$ cat src/rtl/regfile_write_scheduler_pkg.sv
// Shared widths, zero-register index and grant encoding
// for the register file write scheduler.
package regfile_pkg;

  localparam int DATA_WIDTH = 32;
  localparam int ADDR_WIDTH = 5;
  localparam int NUM_REGS   = 2 ** ADDR_WIDTH;

  localparam logic [ADDR_WIDTH-1:0] ZERO_REG = '0;

  localparam logic GRANT_REQ0 = 1'b0;
  localparam logic GRANT_REQ1 = 1'b1;

endpackage

$ cat src/rtl/regfile_write_scheduler_if.sv
// Writeback request channel: valid/ready handshake
// carrying a destination register and its data.
interface regfile_write_scheduler_if;
  import regfile_pkg::*;

  logic                  valid;
  logic                  ready;
  logic [ADDR_WIDTH-1:0] addr;
  logic [DATA_WIDTH-1:0] data;

  modport master (
    output valid,
    output addr,
    output data,
    input  ready
  );

  modport slave (
    input  valid,
    input  addr,
    input  data,
    output ready
  );

endinterface

$ cat src/rtl/regfile_write_scheduler_arb.sv
// Two-input round-robin arbiter; history only moves
// on contention, and reset favours req0.
module rr_arbiter2
  import regfile_pkg::*;
(
  input  logic clk,
  input  logic rst_n,
  input  logic valid0,
  input  logic valid1,
  output logic grant0,
  output logic grant1
);

  logic last_grant;
  logic contend;

  assign contend = valid0 & valid1;

  assign grant0 = valid0 &
    (~valid1 | (last_grant == GRANT_REQ1));
  assign grant1 = valid1 &
    (~valid0 | (last_grant == GRANT_REQ0));

  always_ff @(posedge clk or negedge rst_n) begin
    if (!rst_n) begin
      last_grant <= GRANT_REQ1;
    end else if (contend) begin
      last_grant <= grant0 ? GRANT_REQ0
                           : GRANT_REQ1;
    end
  end

endmodule

$ cat src/rtl/regfile_write_scheduler.sv
// Shares the register file write port between ALU and
// load writeback, tracking in-flight destinations.
module regfile_write_scheduler
  import regfile_pkg::*;
(
  input  logic                  clk,
  input  logic                  rst_n,
  regfile_write_scheduler_if.slave req0,
  regfile_write_scheduler_if.slave req1,
  output logic                  rf_write,
  output logic [ADDR_WIDTH-1:0] rf_addr_in,
  output logic [DATA_WIDTH-1:0] rf_data_in,
  input  logic                  issue_valid,
  input  logic [ADDR_WIDTH-1:0] issue_dest,
  input  logic                  issue_has_dest,
  input  logic [ADDR_WIDTH-1:0] src_a,
  input  logic [ADDR_WIDTH-1:0] src_b,
  output logic                  stall,
  output logic [NUM_REGS-1:0]   busy_mask
);

  logic                  grant0;
  logic                  grant1;
  logic                  accept;
  logic [ADDR_WIDTH-1:0] acc_addr;
  logic [DATA_WIDTH-1:0] acc_data;
  logic                  set_en;
  logic                  haz_a;
  logic                  haz_b;
  logic                  haz_d;
  logic [NUM_REGS-1:0]   busy;
  logic [NUM_REGS-1:0]   busy_next;

  rr_arbiter2 u_arb (
    .clk    (clk),
    .rst_n  (rst_n),
    .valid0 (req0.valid),
    .valid1 (req1.valid),
    .grant0 (grant0),
    .grant1 (grant1)
  );

  assign req0.ready = grant0;
  assign req1.ready = grant1;
  assign accept     = grant0 | grant1;

  always_comb begin
    acc_addr = ZERO_REG;
    acc_data = '0;
    unique case (1'b1)
      grant0: begin
        acc_addr = req0.addr;
        acc_data = req0.data;
      end
      grant1: begin
        acc_addr = req1.addr;
        acc_data = req1.data;
      end
      default: ;
    endcase
  end

  always_ff @(posedge clk or negedge rst_n) begin
    if (!rst_n) begin
      rf_write   <= 1'b0;
      rf_addr_in <= ZERO_REG;
      rf_data_in <= '0;
    end else begin
      rf_write <= accept && (acc_addr != ZERO_REG);
      if (accept) begin
        rf_addr_in <= acc_addr;
        rf_data_in <= acc_data;
      end
    end
  end

  assign haz_a = busy[src_a] && (src_a != ZERO_REG);
  assign haz_b = busy[src_b] && (src_b != ZERO_REG);
  assign haz_d = issue_has_dest && busy[issue_dest] &&
                 (issue_dest != ZERO_REG);
  assign stall = issue_valid && (haz_a || haz_b || haz_d);

  assign set_en = issue_valid && issue_has_dest &&
                  !stall && (issue_dest != ZERO_REG);

  // Clear first so a same-edge set on that register wins
  always_comb begin
    busy_next = busy;
    if (rf_write) busy_next[rf_addr_in] = 1'b0;
    if (set_en)   busy_next[issue_dest] = 1'b1;
    busy_next[ZERO_REG] = 1'b0;
  end

  always_ff @(posedge clk or negedge rst_n) begin
    if (!rst_n) busy <= '0;
    else        busy <= busy_next;
  end

  assign busy_mask = busy;

endmodule

$ cat src/flat_wrapper.sv
// flat-port wrapper written by rule: the top's interface ports become plain ports
module regfile_write_scheduler_flat import regfile_pkg::*;
  (clk, rst_n, rf_write, rf_addr_in, rf_data_in, issue_valid, issue_dest, issue_has_dest, src_a, src_b, stall, busy_mask, req0_valid, req0_addr, req0_data, req0_ready, req1_valid, req1_addr, req1_data, req1_ready);
  regfile_write_scheduler_if req0_i ();
  regfile_write_scheduler_if req1_i ();
  input  logic clk;
  input  logic rst_n;
  output logic rf_write;
  output logic [ADDR_WIDTH-1:0] rf_addr_in;
  output logic [DATA_WIDTH-1:0] rf_data_in;
  input  logic issue_valid;
  input  logic [ADDR_WIDTH-1:0] issue_dest;
  input  logic issue_has_dest;
  input  logic [ADDR_WIDTH-1:0] src_a;
  input  logic [ADDR_WIDTH-1:0] src_b;
  output logic stall;
  output logic [NUM_REGS-1:0] busy_mask;
  input wire logic [$bits(req0_i.valid)-1:0] req0_valid;
  input wire logic [$bits(req0_i.addr)-1:0] req0_addr;
  input wire logic [$bits(req0_i.data)-1:0] req0_data;
  output wire logic [$bits(req0_i.ready)-1:0] req0_ready;
  input wire logic [$bits(req1_i.valid)-1:0] req1_valid;
  input wire logic [$bits(req1_i.addr)-1:0] req1_addr;
  input wire logic [$bits(req1_i.data)-1:0] req1_data;
  output wire logic [$bits(req1_i.ready)-1:0] req1_ready;
  assign req0_i.valid = req0_valid;
  assign req0_i.addr = req0_addr;
  assign req0_i.data = req0_data;
  assign req0_ready = req0_i.ready;
  assign req1_i.valid = req1_valid;
  assign req1_i.addr = req1_addr;
  assign req1_i.data = req1_data;
  assign req1_ready = req1_i.ready;
  regfile_write_scheduler u_core (.clk(clk), .rst_n(rst_n), .req0(req0_i), .req1(req1_i), .rf_write(rf_write), .rf_addr_in(rf_addr_in), .rf_data_in(rf_data_in), .issue_valid(issue_valid), .issue_dest(issue_dest), .issue_has_dest(issue_has_dest), .src_a(src_a), .src_b(src_b), .stall(stall), .busy_mask(busy_mask));
endmodule
$ cat config.mk
export PLATFORM = sky130hd
export DESIGN_NAME = regfile_write_scheduler_flat
export DESIGN_NICKNAME = d
export VERILOG_FILES = /design/src/rtl/regfile_write_scheduler_pkg.sv /design/src/rtl/regfile_write_scheduler_if.sv /design/src/rtl/regfile_write_scheduler_arb.sv /design/src/rtl/regfile_write_scheduler.sv /design/src/flat_wrapper.sv
export SDC_FILE = /design/constraint.sdc
export NUM_CORES = 1
export LEC_CHECK = 0
export CORE_AREA = 3 3 106 108
export CTS_BUF_LIST = sky130_fd_sc_hd__clkbuf_4
export CTS_CLUSTER_SIZE = 28
export DETAILED_ROUTE_END_ITERATION = 8
export DIE_AREA = 0 0 109 111
export PLACE_DENSITY = 0.72
export SETUP_SLACK_MARGIN = 0.2
export SLEW_MARGIN = 20
export SYNTH_ARGS = -nofsm -noshare
export SYNTH_HDL_FRONTEND = slang
export SYNTH_SLANG_ARGS = --single-unit
$ cat constraint.sdc
create_clock -name clk -period 7.3 [get_ports clk]
set_input_delay 1.46 -clock clk [delete_from_list [all_inputs] [get_ports clk]]
set_output_delay 1.46 -clock clk [all_outputs]
set_load 0.01 [all_outputs]
==> impl_metrics.tcl, run 1 <==
set metrics [dict create \
    pin_count 168 \
    hold-path-endpoint "u_core.u_arb.last_grant" \
    n_antenna_cell 0 \
    synth_xor_area_share_pct 0.214 \
    yosys.area_share.simple_pct 15.8 \
    path_buf_inv 2 \
    ys_types 44 \
    gp_routability_congestion 0.940 \
    drv_cap 0 \
    crit_path_cell_trace "clkdlybuf4s50_1 -> mux4_2 -> a211oi_2 -> a21oi_1 -> or4_1 -> o21a_1 -> clkdlybuf4s50_1" \
    startpoint_type "input port" \
    ys_ff_latch 70 \
    antenna_found_initial 0 \
    r2r_end "u_core.busy_mask[31]" \
    crit_slowest_cell "clkdlybuf4s50_1" \
    dieArea_um2 12100 \
    slew_headroom_pct 29.8 \
    synth_top_family_by_area "compound AO/OA/AOI/OAI gates" \
    grt_usage_pct 22.4 \
    final_common_cell "clkdlybuf4s50_1" \
    dp_hpwl_um 9900 \
    fillers 899 \
    syn_avg_cell_area_um2 9.84 \
    rsz0062_at_grt "false" \
    drt-pass1-iter-count 5 \
    synthMuxAreaShare_pct 13.8 \
    min_from "u_core.u_arb.last_grant" \
    grt_pass1_wl_um 21600 \
    grt_pass1_vias 4100 \
    fin_util_pct 57.1 \
    ctsResizeCount 0 \
    insertion_delay_ns 0.43 \
    end_kind "primary output" \
    cts_buffers 9 \
    hp-class "register to register" \
    vias 4161 \
    timing.fmax_ghz 0.171 \
    netlist_area_um2 4080 \
    r2r_setup_slack_ns 4.67 \
    die_y_um 111 \
    hold_path_depth 1 \
    die_w_um 109 \
    clk_pin_slew_ns 0.10 \
    crit_path_frequent_cell "clkdlybuf4s50_1" \
    critPathMaxStageDelay_ns 0.81 \
    hold_ws_ns 0.516 \
    synthFlopType "dfrtp_1" \
    synth_compound_area_share_pct 22.6 \
    ys_warn_count 0 \
    final_hold_viol_count 0 \
    cts.sinks 70 \
    grt_start_max_net_pins 71 \
    routed_wl_um 13800 \
    ir_drop_mv 0.144 \
    grt_overflow 0 \
    syn_nets 510 \
    worstPathMaxFanout 10 \
    critPathTopFamily "buffers and inverters" \
    start_util_pct 39.6 \
    syn_to_final_growth_pct 44.3 \
    via_per_inst 5.92 \
    setup_viol 0 \
    drt_iter0_markers 253 \
    post-route-period-util_pct 80.3 \
    cts_tree "built" \
    synthArstFlopShare_pct 100 \
    crit_required_ns 5.84 \
    coreArea_um2 10300 \
    routedWlPerCell_um 19.6 \
    powerDensity_nw_per_um2 302 \
    tns_ns 0 \
    drc 0 \
    final_cell_mix "165 x clkdlybuf4s50_1, 74 x nor2_1, 69 x dfrtp_1" \
    cts-htree-levels 3 \
    r2r_cells 6 \
    synth_cells 415 \
    rr_startpoint "u_core.busy_mask[5]" \
    rows 37 \
    yosysSeqAreaShare_pct 42.9 \
    drv_slew 0 \
    fin_worst_skew_ns 0.0108 \
    nets 657 \
    cts_root_buffer "clkbuf_4" \
    cts.path.max_buffers 2 \
    fin_crit_ns 5.86 \
    tightest_slew_ns 1.05 \
    synth-adder-area-share_pct 0 \
    synth_edf_count 0 \
    hold_buffers 0 \
    crit_type "input port to primary output" \
    drive_gt1_share_pct 9.35 \
    leakagePower_nw 2.29 \
    status "finished clean" \
    worstPathArrival_ns 4.40 \
    post_cts_buffers 0 \
    drtAntennaViolNets 0 \
    port_buffers 166 \
]
## layout make-up
class	instances	area (um2)	area share [%]
Multi-Input combinational cell	306	2150	36.4
Sequential cell	70	1750	29.7
Timing Repair Buffer	171	1690	28.7
Tap cell	136	170	2.89
Clock buffer	14	105	1.78
Inverter	4	15.0	0.255
Clock inverter	2	8.76	0.149
## worst reg2reg max path: cells and delay by family (launching register included)
family          cells  cell delay, ns
buf+inv             1            0.28
compound gates      3            0.73
mux                 1            0.49
flops               1            0.48
simple gates        1            0.55
## worst max path at each step
stage | from | end | slack, ns | cells after the start
after floorplan | src_b[0] | stall | 2.47 | 8
after global placement | src_a[2] | stall | 1.50 | 7
after detailed placement | src_a[2] | stall | 1.43 | 7
after CTS | src_a[2] | stall | 1.42 | 7
after global routing | issue_dest[1] | stall | 1.26 | 8
final | src_a[2] | stall | 1.44 | 7
## state kept, by name, summed over array words and instances, names as in the netlist
name and count:
u_core.busy_mask 31, u_core.u_arb.last_grant 1, u_core.rf_addr_in 5, u_core.rf_data_in 32, u_core.rf_write 1
## cells by family after synthesis
kind of cell    Yosys count
mux                      44
simple gates            135
buf+inv                  39
compound gates          125
other cells               1
flops                    70
xor+xnor                  1
## metal layers
metal / part of all wire, % / GRT usage, %
met1: 42 / 29.4
met2: 46 / 34.4
met3: 12 / 6.99
met4: 1.4 / 8.50
met5: 0 / 0
## cells in the mapped netlist, types with 2 or more instances
library cell   n  area (um2)
a21oi_1        4        20.0
buf_2          5        25.0
buf_6          4        45.0
clkbuf_1      24        90.1
dfrtp_1       69        1730
inv_1          4        15.0
mux2i_1       34         340
mux4_2        10         225
nand2_1       18        67.6
nand2b_1       3        18.8
nand3_1        6        30.0
nand3b_1      12        90.1
nor2_1        74         278
nor3_1         2        10.0
nor3b_1        4        30.0
nor4_1         2        12.5
o21a_1         2        15.0
o21ai_0       34         170
o221a_2        3        33.8
o22ai_1       41         257
o41ai_1       21         184
o41ai_2       10         163
or2_2          2        12.5
or3_1          2        12.5
or3b_2         4        35.0
or4_1          3        22.5
## power by group
group,internal [mW],switching [mW]
Clock,0.0881,0.135
Sequential,0.521,0.198
Combinational,0.475,0.366
Total,1.08,0.699
## stage by stage
stage / instance area, um2 / worst slack [ns] / power (mW) / std cells
global route: 5890 / 1.26 / 1.89 / 703
CTS: 5890 / 1.42 / 1.79 / 703
global placement: 5780 / 1.50 / 1.54 / 687
floorplan: 4080 / 2.47 / 1.09 / 415
finish: 5890 / 1.44 / 1.78 / 703
detailed placement: 5780 / 1.43 / 1.57 / 687
Power figures use the tool's default switching activity.
==> inputs of run 2 (changes only) <==
==> constraint.sdc (replaced) <==
create_clock -name clk -period 6.1 [get_ports clk]
set_input_delay 1.22 -clock clk [delete_from_list [all_inputs] [get_ports clk]]
set_output_delay 1.22 -clock clk [all_outputs]
set_load 0.01 [all_outputs]
==> impl_metrics.tcl, run 2 (synthesis results as in run 1) <==
set metrics [dict create \
    status "finished clean" \
    port_buffers 166 \
    hold_path_depth 1 \
    drc 0 \
    crit_path_frequent_cell "clkdlybuf4s50_1" \
    critPathTopFamily "buffers and inverters" \
    largest_reg_flops 32 \
    cts_tree "built" \
    leakagePower_nw 2.28 \
    tightest_slew_ns 0.876 \
    drv_cap 0 \
    timing.fmax_ghz 0.187 \
    drtAntennaViolNets 0 \
    post_cts_buffers 0 \
    grt_pass1_vias 4179 \
    critPathMaxStageDelay_ns 0.80 \
    drive_gt1_share_pct 8.83 \
    crit_required_ns 4.88 \
    worstPathArrival_ns 4.14 \
    drt_iter0_markers 206 \
    grt_pass1_wl_um 21500 \
    crit_path_cell_trace "clkdlybuf4s50_1 -> mux4_2 -> a211oi_2 -> a21oi_1 -> or4_1 -> o21a_1 -> clkdlybuf4s50_1" \
    drt-pass1-iter-count 4 \
    rsz0062_at_grt "false" \
    grt_start_max_net_pins 71 \
    multi_input_comb_area_um2 2150 \
    dp_hpwl_um 9910 \
    seqCellArea_um2 1750 \
    r2r_end "u_core.busy_mask[22]" \
    worstPathMaxFanout 10 \
    routed_wl_um 13700 \
    insertion_delay_ns 0.43 \
    gp_routability_congestion 0.925 \
    grt_usage_pct 22.6 \
    drv_slew 0 \
    post-route-period-util_pct 87.9 \
    fin_worst_skew_ns 0.0126 \
    start_util_pct 39.6 \
    crit_type "input port to primary output" \
    cts.path.max_buffers 2 \
    vias 4127 \
    antenna_found_initial 0 \
    rows 37 \
    crit_slowest_cell "clkdlybuf4s50_1" \
    final_hold_viol_count 0 \
    clk_pin_slew_ns 0.09 \
    via_per_inst 5.88 \
    largest-register "u_core.rf_data_in" \
    cts_root_buffer "clkbuf_4" \
    final_cell_mix "165 x clkdlybuf4s50_1, 74 x nor2_1, 69 x dfrtp_1" \
    path_buf_inv 2 \
    fin_cells 702 \
    cts.sinks 70 \
    dp.cells 688 \
    r2r_setup_slack_ns 3.42 \
    hold_ws_ns 0.514 \
    cts-htree-levels 3 \
    dieArea_um2 12100 \
    rr_startpoint "u_core.busy_mask[9]" \
    fin_crit_ns 5.36 \
    final_common_cell "clkdlybuf4s50_1" \
    coreArea_um2 10300 \
    pin_count 168 \
    end_kind "primary output" \
    powerDensity_nw_per_um2 356 \
    min_from "u_core.u_arb.last_grant" \
    grt_overflow 0 \
    n_antenna_cell 0 \
    cts_buffers 9 \
    die_y_um 111 \
    hp-class "register to register" \
    slew_headroom_pct 41.6 \
    ir_drop_mv 0.157 \
    setup_viol 0 \
    die_w_um 109 \
    hold_buffers 0 \
    syn_to_final_growth_pct 44.0 \
    routedWlPerCell_um 19.6 \
    startpoint_type "input port" \
    power_mw 2.09 \
    r2r_cells 6 \
    ctsResizeCount 0 \
    nets 658 \
    tns_ns 0 \
    fillers 911 \
    hold-path-endpoint "u_core.u_arb.last_grant" \
]
run 2: worst max path at each step:
stage	from	endpoint	slack, ns	cells after the start
after floorplan	src_b[0]	stall	1.75	8
after global placement	src_a[2]	stall	0.78	7
after detailed placement	src_a[2]	stall	0.74	7
after CTS	src_a[2]	stall	0.73	7
after global routing	src_a[2]	stall	0.61	7
final	src_a[2]	stall	0.74	7
run 2: power breakdown:
part	leakage (nW)	internal [mW]	total [mW]	switching, mW
registers	0.807	0.624	0.857	0.233
clock network	0.0546	0.0794	0.230	0.151
logic	1.42	0.569	1.01	0.439
run 2: worst reg2reg max path: cells and delay by family, from the launching register on:
family	cells	cell delay, ns
buffers and inverters	1	0.28
multiplexers	1	0.51
AO/OA/AOI/OAI	3	0.76
AND/OR/NAND/NOR	1	0.53
flip-flops	1	0.48
run 2: stage by stage:
stage / setup WS [ns] / cell area, um2 / utilization (%)
final: 0.741 / 5880 / 57.0
after global routing: 0.608 / 5880 / 57.0
after CTS: 0.728 / 5880 / 57.0
after detailed placement: 0.740 / 5790 / 56.1
after global placement: 0.784 / 5790 / 56.1
after floorplan: 1.75 / 4080 / -
run 2: area by class of cell:
| type | count | share of cell area, % |
|---|---|---|
| inverter | 4 | 0.255 |
| timing repair buffer | 172 | 28.9 |
| multi-input combinational | 306 | 36.5 |
| clock inverter | 4 | 0.277 |
| clock buffer | 10 | 1.28 |
| sequential | 70 | 29.8 |
| tap | 136 | 2.89 |
run 2: per-layer routing:
layer	share of wire, %	wire [um]	track usage, %	up-vias
met5	0	0	0	-
met4	1.6	217	7.07	0
met3	13	1810	8.56	17
met2	47	6390	34.9	244
met1	39	5300	29.0	1986
li1	-	-	-	1880
